### config.mk
export PLATFORM = sky130hd
export DESIGN_NAME = jk_target_driver_flat
export DESIGN_NICKNAME = d
export VERILOG_FILES = /design/src/rtl/jk_pkg.sv /design/src/rtl/jk_target_driver_if.sv /design/src/rtl/jk_excite.sv /design/src/rtl/jk_target_driver.sv /design/src/flat_wrapper.sv
export SDC_FILE = /design/constraint.sdc
export NUM_CORES = 1
export LEC_CHECK = 0
export ABC_AREA = 1
export ABC_CLOCK_PERIOD_IN_PS = 1200
export CORE_MARGIN = 1.5
export CORE_UTILIZATION = 30
export CTS_BUF_LIST = sky130_fd_sc_hd__clkbuf_8
export DETAILED_ROUTE_END_ITERATION = 6
export PLACE_DENSITY = 0.66
export SLEW_MARGIN = 20
export SYNTH_ARGS = -nofsm -noshare
export SYNTH_HDL_FRONTEND = slang
export SYNTH_SLANG_ARGS = --single-unit
### constraint.sdc
create_clock -name clk -period 1.2 [get_ports clk]
set_clock_uncertainty 0.15 [all_clocks]
set_input_delay 0.24 -clock clk [delete_from_list [all_inputs] [get_ports clk]]
set_output_delay 0.24 -clock clk [all_outputs]
set_load 0.05 [all_outputs]
### src/rtl/jk_pkg.sv
// Shared definitions for the J-K target driver: FSM states and 2-bit {j,k} command codes.
package jk_pkg;

    typedef enum logic [1:0] {
        IDLE  = 2'b00,
        DRIVE = 2'b01,
        CHECK = 2'b10
    } state_t;

    // Command codes are packed as {j, k}
    localparam logic [1:0] JK_HOLD   = 2'b00;
    localparam logic [1:0] JK_RESET  = 2'b01;
    localparam logic [1:0] JK_SET    = 2'b10;
    localparam logic [1:0] JK_TOGGLE = 2'b11;

endpackage

### src/rtl/jk_target_driver_if.sv
// Target-word valid/ready handshake between a requester and the J-K target driver.
interface jk_target_driver_if #(
    parameter int WIDTH = 4
) ();

    logic             tgt_valid;
    logic             tgt_ready;
    logic [WIDTH-1:0] tgt_data;
    logic             toggle_mode;

    modport master (
        output tgt_valid,
        output tgt_data,
        output toggle_mode,
        input  tgt_ready
    );

    modport slave (
        input  tgt_valid,
        input  tgt_data,
        input  toggle_mode,
        output tgt_ready
    );

endinterface

### src/rtl/jk_excite.sv
// Per-bit J/K encoder: picks the command that moves current q toward target t.
module jk_excite
    import jk_pkg::*;
(
    input  logic q,
    input  logic t,
    input  logic toggle_mode,
    output logic j,
    output logic k
);

    logic [1:0] w_cmd;

    always_comb begin
        w_cmd = JK_HOLD;
        if (q != t) begin
            if (toggle_mode) w_cmd = JK_TOGGLE;
            else if (t)      w_cmd = JK_SET;
            else             w_cmd = JK_RESET;
        end
    end

    assign j = w_cmd[1];
    assign k = w_cmd[0];

endmodule

### src/rtl/jk_target_driver.sv
// Drives a J-K flip-flop bank toward a target word, retrying until q matches or the budget is spent.
module jk_target_driver
    import jk_pkg::*;
#(
    parameter int WIDTH     = 4,
    parameter int MAX_TRIES = 3
) (
    input  logic             clk,
    input  logic             rst_n,
    jk_target_driver_if.slave tgt,
    input  logic [WIDTH-1:0] q_in,
    output logic [WIDTH-1:0] j,
    output logic [WIDTH-1:0] k,
    output logic             busy,
    output logic             done,
    output logic             err
);

    localparam int              TW        = $clog2(MAX_TRIES + 1);
    localparam logic [TW-1:0]   TRIES_MAX = TW'(MAX_TRIES);

    state_t           r_state, w_state_nx;
    logic [WIDTH-1:0] r_tgt, w_tgt_nx;
    logic             r_tog, w_tog_nx;
    logic [TW-1:0]    r_tries, w_tries_nx;
    logic [WIDTH-1:0] r_j, r_k, w_j_nx, w_k_nx;
    logic             r_done, r_err, w_done_nx, w_err_nx;

    logic [WIDTH-1:0] w_t_src;
    logic             w_tog_src;
    logic [WIDTH-1:0] w_j_enc, w_k_enc;

    // j/k are registered, so the encoder looks at the target that will be in force during DRIVE
    assign w_t_src   = (r_state == IDLE) ? tgt.tgt_data    : r_tgt;
    assign w_tog_src = (r_state == IDLE) ? tgt.toggle_mode : r_tog;

    for (genvar gi = 0; gi < WIDTH; gi++) begin : g_excite
        jk_excite u_excite (
            .q           (q_in[gi]),
            .t           (w_t_src[gi]),
            .toggle_mode (w_tog_src),
            .j           (w_j_enc[gi]),
            .k           (w_k_enc[gi])
        );
    end

    always_comb begin
        w_state_nx = r_state;
        w_tgt_nx   = r_tgt;
        w_tog_nx   = r_tog;
        w_tries_nx = r_tries;
        w_j_nx     = '0;
        w_k_nx     = '0;
        w_done_nx  = 1'b0;
        w_err_nx   = 1'b0;
        case (r_state)
            IDLE: begin
                if (tgt.tgt_valid) begin
                    w_tgt_nx   = tgt.tgt_data;
                    w_tog_nx   = tgt.toggle_mode;
                    w_tries_nx = '0;
                    w_j_nx     = w_j_enc;
                    w_k_nx     = w_k_enc;
                    w_state_nx = DRIVE;
                end
            end
            DRIVE: begin
                if (r_tries != TRIES_MAX) w_tries_nx = r_tries + 1'b1;
                w_state_nx = CHECK;
            end
            CHECK: begin
                if (q_in == r_tgt) begin
                    w_done_nx  = 1'b1;
                    w_state_nx = IDLE;
                end else if (r_tries == TRIES_MAX) begin
                    w_err_nx   = 1'b1;
                    w_state_nx = IDLE;
                end else begin
                    w_j_nx     = w_j_enc;
                    w_k_nx     = w_k_enc;
                    w_state_nx = DRIVE;
                end
            end
            default: w_state_nx = IDLE;
        endcase
    end

    always_ff @(posedge clk or negedge rst_n) begin
        if (!rst_n) begin
            r_state <= IDLE;
            r_tgt   <= '0;
            r_tog   <= 1'b0;
            r_tries <= '0;
            r_j     <= '0;
            r_k     <= '0;
            r_done  <= 1'b0;
            r_err   <= 1'b0;
        end else begin
            r_state <= w_state_nx;
            r_tgt   <= w_tgt_nx;
            r_tog   <= w_tog_nx;
            r_tries <= w_tries_nx;
            r_j     <= w_j_nx;
            r_k     <= w_k_nx;
            r_done  <= w_done_nx;
            r_err   <= w_err_nx;
        end
    end

    assign tgt.tgt_ready = (r_state == IDLE);
    assign busy          = (r_state != IDLE);
    assign j             = r_j;
    assign k             = r_k;
    assign done          = r_done;
    assign err           = r_err;

endmodule

### src/flat_wrapper.sv
// flat-port wrapper written by rule: the top's interface ports become plain ports
module jk_target_driver_flat import jk_pkg::*;
#(
    parameter int WIDTH     = 4,
    parameter int MAX_TRIES = 3
)
  (clk, rst_n, q_in, j, k, busy, done, err, tgt_tgt_valid, tgt_tgt_data, tgt_toggle_mode, tgt_tgt_ready);
  jk_target_driver_if #(.WIDTH(WIDTH)) tgt_i ();
  input  logic clk;
  input  logic rst_n;
  input  logic [WIDTH-1:0] q_in;
  output logic [WIDTH-1:0] j;
  output logic [WIDTH-1:0] k;
  output logic busy;
  output logic done;
  output logic err;
  input wire logic [$bits(tgt_i.tgt_valid)-1:0] tgt_tgt_valid;
  input wire logic [$bits(tgt_i.tgt_data)-1:0] tgt_tgt_data;
  input wire logic [$bits(tgt_i.toggle_mode)-1:0] tgt_toggle_mode;
  output wire logic [$bits(tgt_i.tgt_ready)-1:0] tgt_tgt_ready;
  assign tgt_i.tgt_valid = tgt_tgt_valid;
  assign tgt_i.tgt_data = tgt_tgt_data;
  assign tgt_i.toggle_mode = tgt_toggle_mode;
  assign tgt_tgt_ready = tgt_i.tgt_ready;
  jk_target_driver #(.WIDTH(WIDTH), .MAX_TRIES(MAX_TRIES)) u_core (.clk(clk), .rst_n(rst_n), .tgt(tgt_i), .q_in(q_in), .j(j), .k(k), .busy(busy), .done(done), .err(err));
endmodule
==> impl_metrics.toml, run 1 <==
[routing]
via_count = 1116
avgRoutedWirePerCell_microns = 10.8
via_per_inst = 4.36
ant_nets = 0
drt_iter0_drc = 33
firstDrtPassIters = 7
drc_errors = 0
wl_microns = 2760

[critical_path]
end_kind = "output port"
startpoint_type = "flop"
criticalPathCategory = "reg2out"
crit_arrival_ps = 1170
worstPathRequired_ps = 810
ff2ff_setup_slack_ps = -320
path_max_fanout = 3

[status]
status = "finished with violations"
violations = "setup timing"

[clocking]
cts-htree-levels = 1
hold_buffers = 0
clockBufferDepth = 2
clk_pin_slew_worst_paths_ps = 70
root_buffer = "clkbuf_8"
cts_tree = "done"
clkLatencyLatePin_ps = 260
clock_sinks = 19
cts_made_buffers = 3

[yosys]
synth_mux_area_share_pct = 0
yosys.area_share.simple_pct = 39.1
ys_types = 11
postSynthAreaPerCell_sq_um = 6.67
ys_seq_elements = 19
ys_seq_area_share_pct = 45.4
synth_compound_area_share_pct = 2.87
synth_area_sq_mm = 0.00105
synthAdderAreaFrac_pct = 1.19
synth_top_family_by_area = "simple AND/OR/NAND/NOR gates"
ys_warn_count = 0
synthCells = 157
synthXorXnorAreaFrac_pct = 0
syn-num-nets = 170

[power]
pwr-share-clk_pct = 8.0
p_leak_nw = 1.04
swShare_pct = 46.6
irDropWorstVdd_uv = 1540
pwr-share-comb_pct = 71.6
power.density_mw_per_mm2 = 2880
power_frac_seq_pct = 20.3
p_switching_mw = 2.56
internal-power_mw = 2.93

[timing]
fin_setup_tns_ps = -4300
max_freq_mhz = 641
hold_viol = 0
hold_slack_ps = 165
period_share_pct = 130
period_needed_ps = 1560
setup_viol = 21
slew_headroom_pct = 75.5
drv_slew = 0
grt_setup_unrepaired = "yes"
tightestPinTransition_ps = 367
worst_slack_ps = -361

[placement]
dpl.cell_count = 243
portBuffers = 23
place_area_sq_mm = 0.00159
dp_hpwl_microns = 1760
place_ws_ps = -519
gp_congestion = 0.875

[final_layout]
nFillCells = 277
multi_input_area_sq_um = 628
seq_area_sq_um = 478
drive_above_1_share_pct = 41.4
area_growth_pct = 81.7
antennaDiodeCount = 0
finalInstanceArea_sq_mm = 0.00190
final_cells = 256
nets = 224

[global_routing]
grt_overflow = 0
grt_pass1_vias = 1063
grt_max_degree = 20
antenna_found_initial = 0
grt_usage_pct = 15.9
grt_pass1_wl_microns = 4440

[run]
cap_viol_max_count = 0

[worst_hold_path]
hp-class = "in2async"

[die]
core_sq_mm = 0.00334
die-area_sq_mm = 0.00385
initial_core_util_pct = 31.4
rows = 21
die_w_microns = 62.1
pin_count = 24
chipHeight_microns = 62.1
## cell usage after synthesis
cell type	instances	area, sq um
dfrtp_1	19	475
buf_6	1	11.3
nand4_1	1	6.26
inv_1	25	93.8
nand2_1	74	278
ha_1	1	12.5
o21ai_0	6	30.0
nand2_2	3	18.8
nand3_1	10	50.1
nor2_1	15	56.3
buf_4	2	15.0
## registers in the layout (all words and copies together) (netlist names)
name	flops
u_core.r_tries	2
u_core.r_state	2
u_core.done	1
u_core.r_tog	1
u_core.err	1
u_core.k	4
u_core.j	4
u_core.r_tgt	4
## cell families (layout without fill, tap and decap cells)
kind of cell,after synthesis,in the layout
buffers and inverters,28,79
AND/OR/NAND/NOR,103,105
flip-flops,19,19
AO/OA/AOI/OAI,6,6
adder cells (fa/ha/maj),1,1
## layout make-up
| class | count | area share (%) |
|---|---|---|
| clock inverters | 1 | 0.197 |
| flip-flops and latches | 19 | 25.1 |
| multi-input cells | 112 | 33.0 |
| well taps | 46 | 3.02 |
| clock buffers | 3 | 2.17 |
| inverters | 25 | 5.06 |
| repair buffers | 50 | 31.4 |
## critical path, cell delays in order, from the launching register on
cell     delay [ps]
dfrtp_2         450
nor2_4          140
buf_6           120
buf_6            90
buf_12          120
## cell usage in the layout, fill, tap and decap left out, types with 5 or more instances in the layout
cell type and count:
nand2_4 6, buf_6 6, buf_12 13, nand2_2 20, clkdlybuf4s50_1 7, nor2_1 9
nand3_1 6, inv_1 22, o21ai_1 5, dfrtp_1 17, nand2_1 51, buf_4 18
## repair_timing
item / CTS / global route
pin swaps: 10 / 18
endpoints found under the setup margin: 25 / 30
gates resized for setup: 29 / 43
buffers inserted: 5 / 4
cloned: 2 / 0
## final timing paths
kind,startpoint,to,depth (start not counted)
max,u_core.r_state[0]$_DFFE_PN0P_,tgt_tgt_ready,4
min,rst_n,u_core.r_tries[1]$_DFFE_PN0P_,2
max reg2reg,u_core.r_state[0]$_DFFE_PN0P_,u_core.j[2]$_DFF_PN0_,10
min reg2reg,u_core.r_tog$_DFFE_PN0P_,u_core.r_tog$_DFFE_PN0P_,2
max in group asynchronous,rst_n,u_core.r_state[1]$_DFFE_PN0P_,2
min in group clk,u_core.r_tog$_DFFE_PN0P_,u_core.r_tog$_DFFE_PN0P_,2
## per-stage QoR
stage	utilization (%)	total power, mW
final	57.0	5.49
after global routing	57.0	5.88
after CTS	53.0	4.99
after detailed placement	47.6	3.97
after global placement	47.6	3.94
after floorplan	-	2.77
## layer usage
metal | track usage [%] | part of all wire (%) | vias to the layer above
met5 | 0 | 0 | -
met4 | 9.42 | 3.4 | 0
met3 | 2.48 | 3.3 | 8
met2 | 26.5 | 51 | 33
met1 | 19.2 | 42 | 500
li1 | - | - | 575
## power groups by stage
stage	logic, mW	clock network (mW)	registers [mW]
floorplan	1.39	0	1.39
global placement	2.85	0	1.09
detailed placement	2.88	0	1.09
CTS	3.46	0.452	1.08
global route	4.25	0.483	1.14
finish	3.93	0.440	1.12
No activity file was read; power rests on OpenSTA's default activity.
==> inputs of run 2 (changes only) <==
- CORE_MARGIN: 1.5 -> default
- CORE_UTILIZATION: 30 -> 46
- MAX_ROUTING_LAYER: default -> met4
- PLACE_DENSITY: 0.66 -> 0.89
==> impl_metrics.toml, run 2 <==
[yosys]
ys_seq_area_share_pct = 45.4
ys_warn_count = 0
synthTopCellsByArea = "dfrtp_1 45%, nand2_1 27%, inv_1 9.0%"
synthArstFlopShare_pct = 100
synthCells = 157
synth_top_area_share_pct = 45.4
synth_edf_count = 0
syn-num-nets = 170
synthFlopType = "dfrtp_1"
synth_area_sq_mm = 0.00105
ys_seq_elements = 19
ys_types = 11
synth_most_common_cell = "nand2_1"
yosys.area.top_type = "dfrtp_1"
postSynthAreaPerCell_sq_um = 6.67
yosys-top-cells-count = "74 x nand2_1, 25 x inv_1, 19 x dfrtp_1"

[placement]
dpl.cell_count = 220
dp_hpwl_microns = 1950
gp_congestion = 0.835
place_area_sq_mm = 0.00154
portBuffers = 23

[die]
initial_core_util_pct = 51.3
pin_count = 24
rows = 16
die_w_microns = 49.7
chipHeight_microns = 49.7

[timing]
grt-worst-endpoint = "tgt_tgt_ready"
worstEndpointType = "top-level output"

[status]
status = "stopped before the end"
stop_stage = "global routing"
stop_error = "[ERROR DPL-0033] detailed placement checks failed during check placement."

[clocking]
clockBufferDepth = 2
hold_buffers = 0
cts-htree-levels = 1
cts_made_buffers = 3
root_buffer = "clkbuf_8"
clock_sinks = 19

[global_routing]
antenna_found_initial = 0
grt_max_degree = 20
-- run 2: cell counts after synthesis --
Identical to the previous run, type by type.
-- run 2: kinds of logic after synthesis --
group / share of synthesized area, %
AO/OA/AOI/OAI: 2.87
adder cells (fa/ha/maj): 1.19
buffers and inverters: 11.5
flip-flops: 45.4
AND/OR/NAND/NOR: 39.1
-- run 2: through the flow --
step	utilization [%]	setup WS, ps	hold WS, ps
4_1_cts	86.0	-347	192
3_5_place_dp	75.2	-488	324
3_3_place_gp	75.2	-460	318
2_1_floorplan	-	-123	-206
-- run 2: what timing repair did --
item,4_1_cts
resized for setup,41
pin swaps,23
setup buffers,6
hold endpoints to repair,0
endpoints found under the setup margin,25
cloned,2
==> inputs of run 3 (changes only) <==
- ABC_CLOCK_PERIOD_IN_PS: 1200 -> 1600
- CORE_AREA: default -> 2 2 63 65
- CORE_UTILIZATION: 46 -> default
- CTS_BUF_LIST: sky130_fd_sc_hd__clkbuf_8 -> default
- DIE_AREA: default -> 0 0 65 67
- MAX_ROUTING_LAYER: met4 -> default
- PLACE_DENSITY: 0.89 -> default
- PLACE_DENSITY_LB_ADDON: default -> 0.15
- clock period: 1.2 -> 1.6 ns (I/O delays scaled with it)
==> impl_metrics.toml, run 3 (synthesis results as in run 1) <==
[routing]
via_count = 983
ant_nets = 0
via_per_inst = 4.10
avgRoutedWirePerCell_microns = 9.74
drt_iter0_drc = 16
drc_errors = 0
firstDrtPassIters = 5
wl_microns = 2340

[critical_path]
worstPathRequired_ps = 1130
crit_chain = "nor2_4, buf_6, buf_12"
criticalPathCategory = "reg2out"
crit_slowest_cell = "dfrtp_1"
ff2ff_setup_slack_ps = 160
path_buf_inv = 2
worstReg2RegStart = "u_core.r_state[0]$_DFFE_PN0P_"
critPathMaxStageDelay_ps = 440
reg2reg_depth = 6
crit_arrival_ps = 1140
r2r_end = "u_core.j[3]$_DFF_PN0_"
startpoint_type = "flop"
end_kind = "output port"
crit_family = "flip-flops"
path_max_fanout = 8

[placement]
place_area_sq_mm = 0.00150
dp_hpwl_microns = 1780
place_ws_ps = -231
dpl.cell_count = 234
portBuffers = 23
gp_congestion = 0.770

[clocking]
cts_made_buffers = 3
clkLatencyLatePin_ps = 250
clock_sinks = 19
hold_buffers = 0
clockBufferDepth = 2
clk_pin_slew_worst_paths_ps = 80
cts-htree-levels = 1
root_buffer = "clkbuf_8"
cts_tree = "done"

[global_routing]
grt_overflow = 0
grt_pass1_wl_microns = 4130
grt_usage_pct = 12.4
grt_pass1_vias = 935
antenna_found_initial = 0
grt_max_degree = 20

[timing]
max_freq_mhz = 620
slew_headroom_pct = 81.8
period_share_pct = 101
period_needed_ps = 1610
fin_setup_tns_ps = -12.4
drv_slew = 0
setup_viol = 1
hold_slack_ps = 247
tightestPinTransition_ps = 272
worst_slack_ps = -12.4
grt_setup_unrepaired = "yes"
hold_viol = 0

[worst_hold_path]
hp-class = "in2async"

[die]
die-area_sq_mm = 0.00436
pin_count = 24
core_sq_mm = 0.00361
die_w_microns = 65
chipHeight_microns = 67
initial_core_util_pct = 29.0
rows = 22

[final_layout]
finalInstanceArea_sq_mm = 0.00159
area_growth_pct = 52.1
final_cells = 240
nets = 206
nFillCells = 353
post-route-util_pct = 44.2
layout_commonest_cell = "nand2_1"
drive_above_1_share_pct = 17.2
final_cell_mix = "73 x nand2_1, 24 x inv_1, 19 x dfrtp_1"
multi_input_area_sq_um = 474
seq_area_sq_um = 475
antennaDiodeCount = 0

[power]
total_power_mw = 3.29
power.density_mw_per_mm2 = 2070
p_leak_nw = 0.925
irDropWorstVdd_uv = 485

[status]
violations = "setup timing"
status = "finished with violations"

[run]
cap_viol_max_count = 0
[run 3: area by class of cell]
cell class              count  share of cell area, %
clock buffers               4                   2.83
inverters                  25                   5.89
multi-input cells         110                   29.8
flip-flops and latches     19                   29.9
well taps                  48                   3.77
repair buffers             34                   27.9
[run 3: worst max path at each step]
stage	from	end	cells after the start	slack, ps
global placement	q_in[2]	u_core.k[1]$_DFF_PN0_	10	-200
CTS	u_core.r_state[0]$_DFFE_PN0P_	tgt_tgt_ready	3	-10
global route	u_core.r_state[0]$_DFFE_PN0P_	tgt_tgt_ready	3	-50
finish	u_core.r_state[0]$_DFFE_PN0P_	tgt_tgt_ready	3	-10
detailed placement	q_in[2]	u_core.j[3]$_DFF_PN0_	10	-230
floorplan	u_core.r_state[1]$_DFFE_PN0P_	u_core.j[1]$_DFF_PN0_	9	140
[run 3: timing repair]
action,in CTS,in global routing
setup endpoints to repair,3,10
pin swaps,0,1
hold endpoints to repair,0,0
cloned,0,0
buffers inserted,2,1
gates resized for setup,5,6
[run 3: routing by layer]
| metal | global-route usage (%) | share of wire (%) |
|---|---|---|
| met5 | 0 | 0 |
| met4 | 6.38 | 1.5 |
| met3 | 1.86 | 3.6 |
| met2 | 20.2 | 48 |
| met1 | 16.0 | 47 |
[run 3: where the power goes]
part | leakage [nW] | switching (mW) | internal [mW]
clock | 0.0228 | 0.163 | 0.177
combinational | 0.652 | 1.22 | 0.903
sequential | 0.249 | 0.163 | 0.664
==> inputs of run 4 (changes only) <==
- ABC_CLOCK_PERIOD_IN_PS: 1600 -> 1800
- MAX_ROUTING_LAYER: default -> met4
- clock period: 1.6 -> 1.8 ns (I/O delays scaled with it)
==> impl_metrics.toml, run 4 (synthesis results as in run 1) <==
[routing]
firstDrtPassIters = 4
drt_iter0_drc = 30
via_per_inst = 4.15
drc_errors = 0
ant_nets = 0
wl_met1_microns = 1090
via_count = 987
met2_length_microns = 1110
top_layer = "met4"
wl_microns = 2300
dr_wl_met3_microns = 77
avgRoutedWirePerCell_microns = 9.67

[critical_path]
crit_path_end = "tgt_tgt_ready"
end_kind = "output port"
startpoint = "u_core.r_state[1]$_DFFE_PN0P_"
ff2ff_setup_slack_ps = 300
worstReg2RegStart = "u_core.r_state[1]$_DFFE_PN0P_"
crit_chain = "nor2_2, buf_4, buf_12"
criticalPathCategory = "reg2out"
crit_slowest_cell = "dfrtp_1"
path_max_fanout = 9
r2r_end = "u_core.j[1]$_DFF_PN0_"
reg2reg_depth = 8
crit_arrival_ps = 1200
worstPathRequired_ps = 1290
critPathMaxStageDelay_ps = 420
startpoint_type = "flop"

[final_layout]
final_cell_mix = "74 x nand2_1, 25 x inv_1, 19 x dfrtp_1"
layout_commonest_cell = "nand2_1"
finalInstanceArea_sq_mm = 0.00144
nets = 204
antennaDiodeCount = 0
drive_above_1_share_pct = 15.3
area_growth_pct = 37.0

[power]
p_leak_nw = 0.860
p_switching_mw = 1.30
power.density_mw_per_mm2 = 1840
pwr-share-comb_pct = 62.8
total_power_mw = 2.65
internal-power_mw = 1.35
power_frac_seq_pct = 26.1
irDropWorstVdd_uv = 526
pwr-share-clk_pct = 11.1
swShare_pct = 49.1

[clocking]
clk_pin_slew_worst_paths_ps = 70
cts-htree-levels = 1
clkLatencyLatePin_ps = 250
root_buffer = "clkbuf_8"
cts_tree = "done"
cts_setup_buffers = 0
clock_sinks = 19
cts_made_buffers = 3
clockBufferDepth = 2

[timing]
setup_viol = 0
drv_slew = 0
grt_setup_unrepaired = "no"
tightestPinTransition_ps = 270
max_freq_mhz = 583
slew_headroom_pct = 81.9
period_share_pct = 95.3
worst_slack_ps = 85.2
hold_viol = 0
period_needed_ps = 1710

[die]
pin_count = 24
chipHeight_microns = 67
die-area_sq_mm = 0.00436
die_w_microns = 65
core_sq_mm = 0.00361
rows = 22
initial_core_util_pct = 29.0

[global_routing]
grt_overflow = 0
grt_pass1_vias = 1003
grt_usage_pct = 12.8
antenna_found_initial = 0
grt_pass1_wl_microns = 4110
grt_max_degree = 20

[placement]
dp_hpwl_microns = 1800
gp_congestion = 0.780
portBuffers = 23
place_ws_ps = -45.2
place_area_sq_mm = 0.00139

[worst_hold_path]
hp-class = "in2async"

[status]
status = "finished clean"

[run]
cap_viol_max_count = 0
## run 4: power groups by stage
stage                     logic [mW]  clock network [mW]  registers [mW]
after floorplan                0.888                   0           0.920
after global placement          1.66                   0           0.692
after detailed placement        1.68                   0           0.694
after CTS                       1.68               0.309           0.686
after global routing            1.87               0.325           0.708
final                           1.66               0.293           0.689
## run 4: repair_timing
| action | CTS | global route |
|---|---|---|
| setup endpoints to repair | 0 | 1 |
| hold endpoints to repair | 0 | 0 |
| hold buffers | 0 | 0 |
| resized for setup | 0 | 1 |
## run 4: layer usage
| layer | global-route usage [%] | up-vias |
|---|---|---|
| li1 | - | 532 |
| met1 | 15.1 | 435 |
| met2 | 21.4 | 18 |
| met3 | 2.20 | 2 |
| met4 | 5.85 | 0 |
| met5 | - | - |
## run 4: cell type report
class / count / area, sq um
Multi-Input combinational cell: 110 / 454
Clock buffer: 3 / 41.3
Tap cell: 48 / 60.1
Inverter: 25 / 93.8
Sequential cell: 19 / 475
Fill cell: 372 / 2170
Clock inverter: 1 / 5.00
Timing Repair Buffer: 32 / 305
## run 4: critical path, delay by kind of cell, from the launching register on
family                 cells  cell delay (ps)
AND/OR/NAND/NOR            1              180
flip-flops                 1              420
buffers and inverters      2              360
## run 4: per-stage QoR
step,cells,utilization (%),hold slack (ps),TNS [ps]
2_1_floorplan,157,-,-85.6,0
3_3_place_gp,234,38.4,318,-143
3_5_place_dp,234,38.4,324,-257
4_1_cts,238,39.7,305,0
5_1_grt,238,39.8,319,0
6_report,238,39.8,297,0
## run 4: worst min-delay path by stage
| stage | from | end | slack [ps] | depth (start not counted) |
|---|---|---|---|---|
| 3_5_place_dp | u_core.r_tog$_DFFE_PN0P_ | u_core.r_tog$_DFFE_PN0P_ | 320 | 2 |
| 3_3_place_gp | u_core.r_tog$_DFFE_PN0P_ | u_core.r_tog$_DFFE_PN0P_ | 320 | 2 |
| 4_1_cts | rst_n | u_core.j[2]$_DFF_PN0_ | 310 | 2 |
| 6_report | rst_n | u_core.r_state[0]$_DFFE_PN0P_ | 300 | 2 |
| 2_1_floorplan | rst_n | u_core.done$_DFF_PN0_ | -90 | 0 |
| 5_1_grt | rst_n | u_core.r_state[0]$_DFFE_PN0P_ | 320 | 2 |
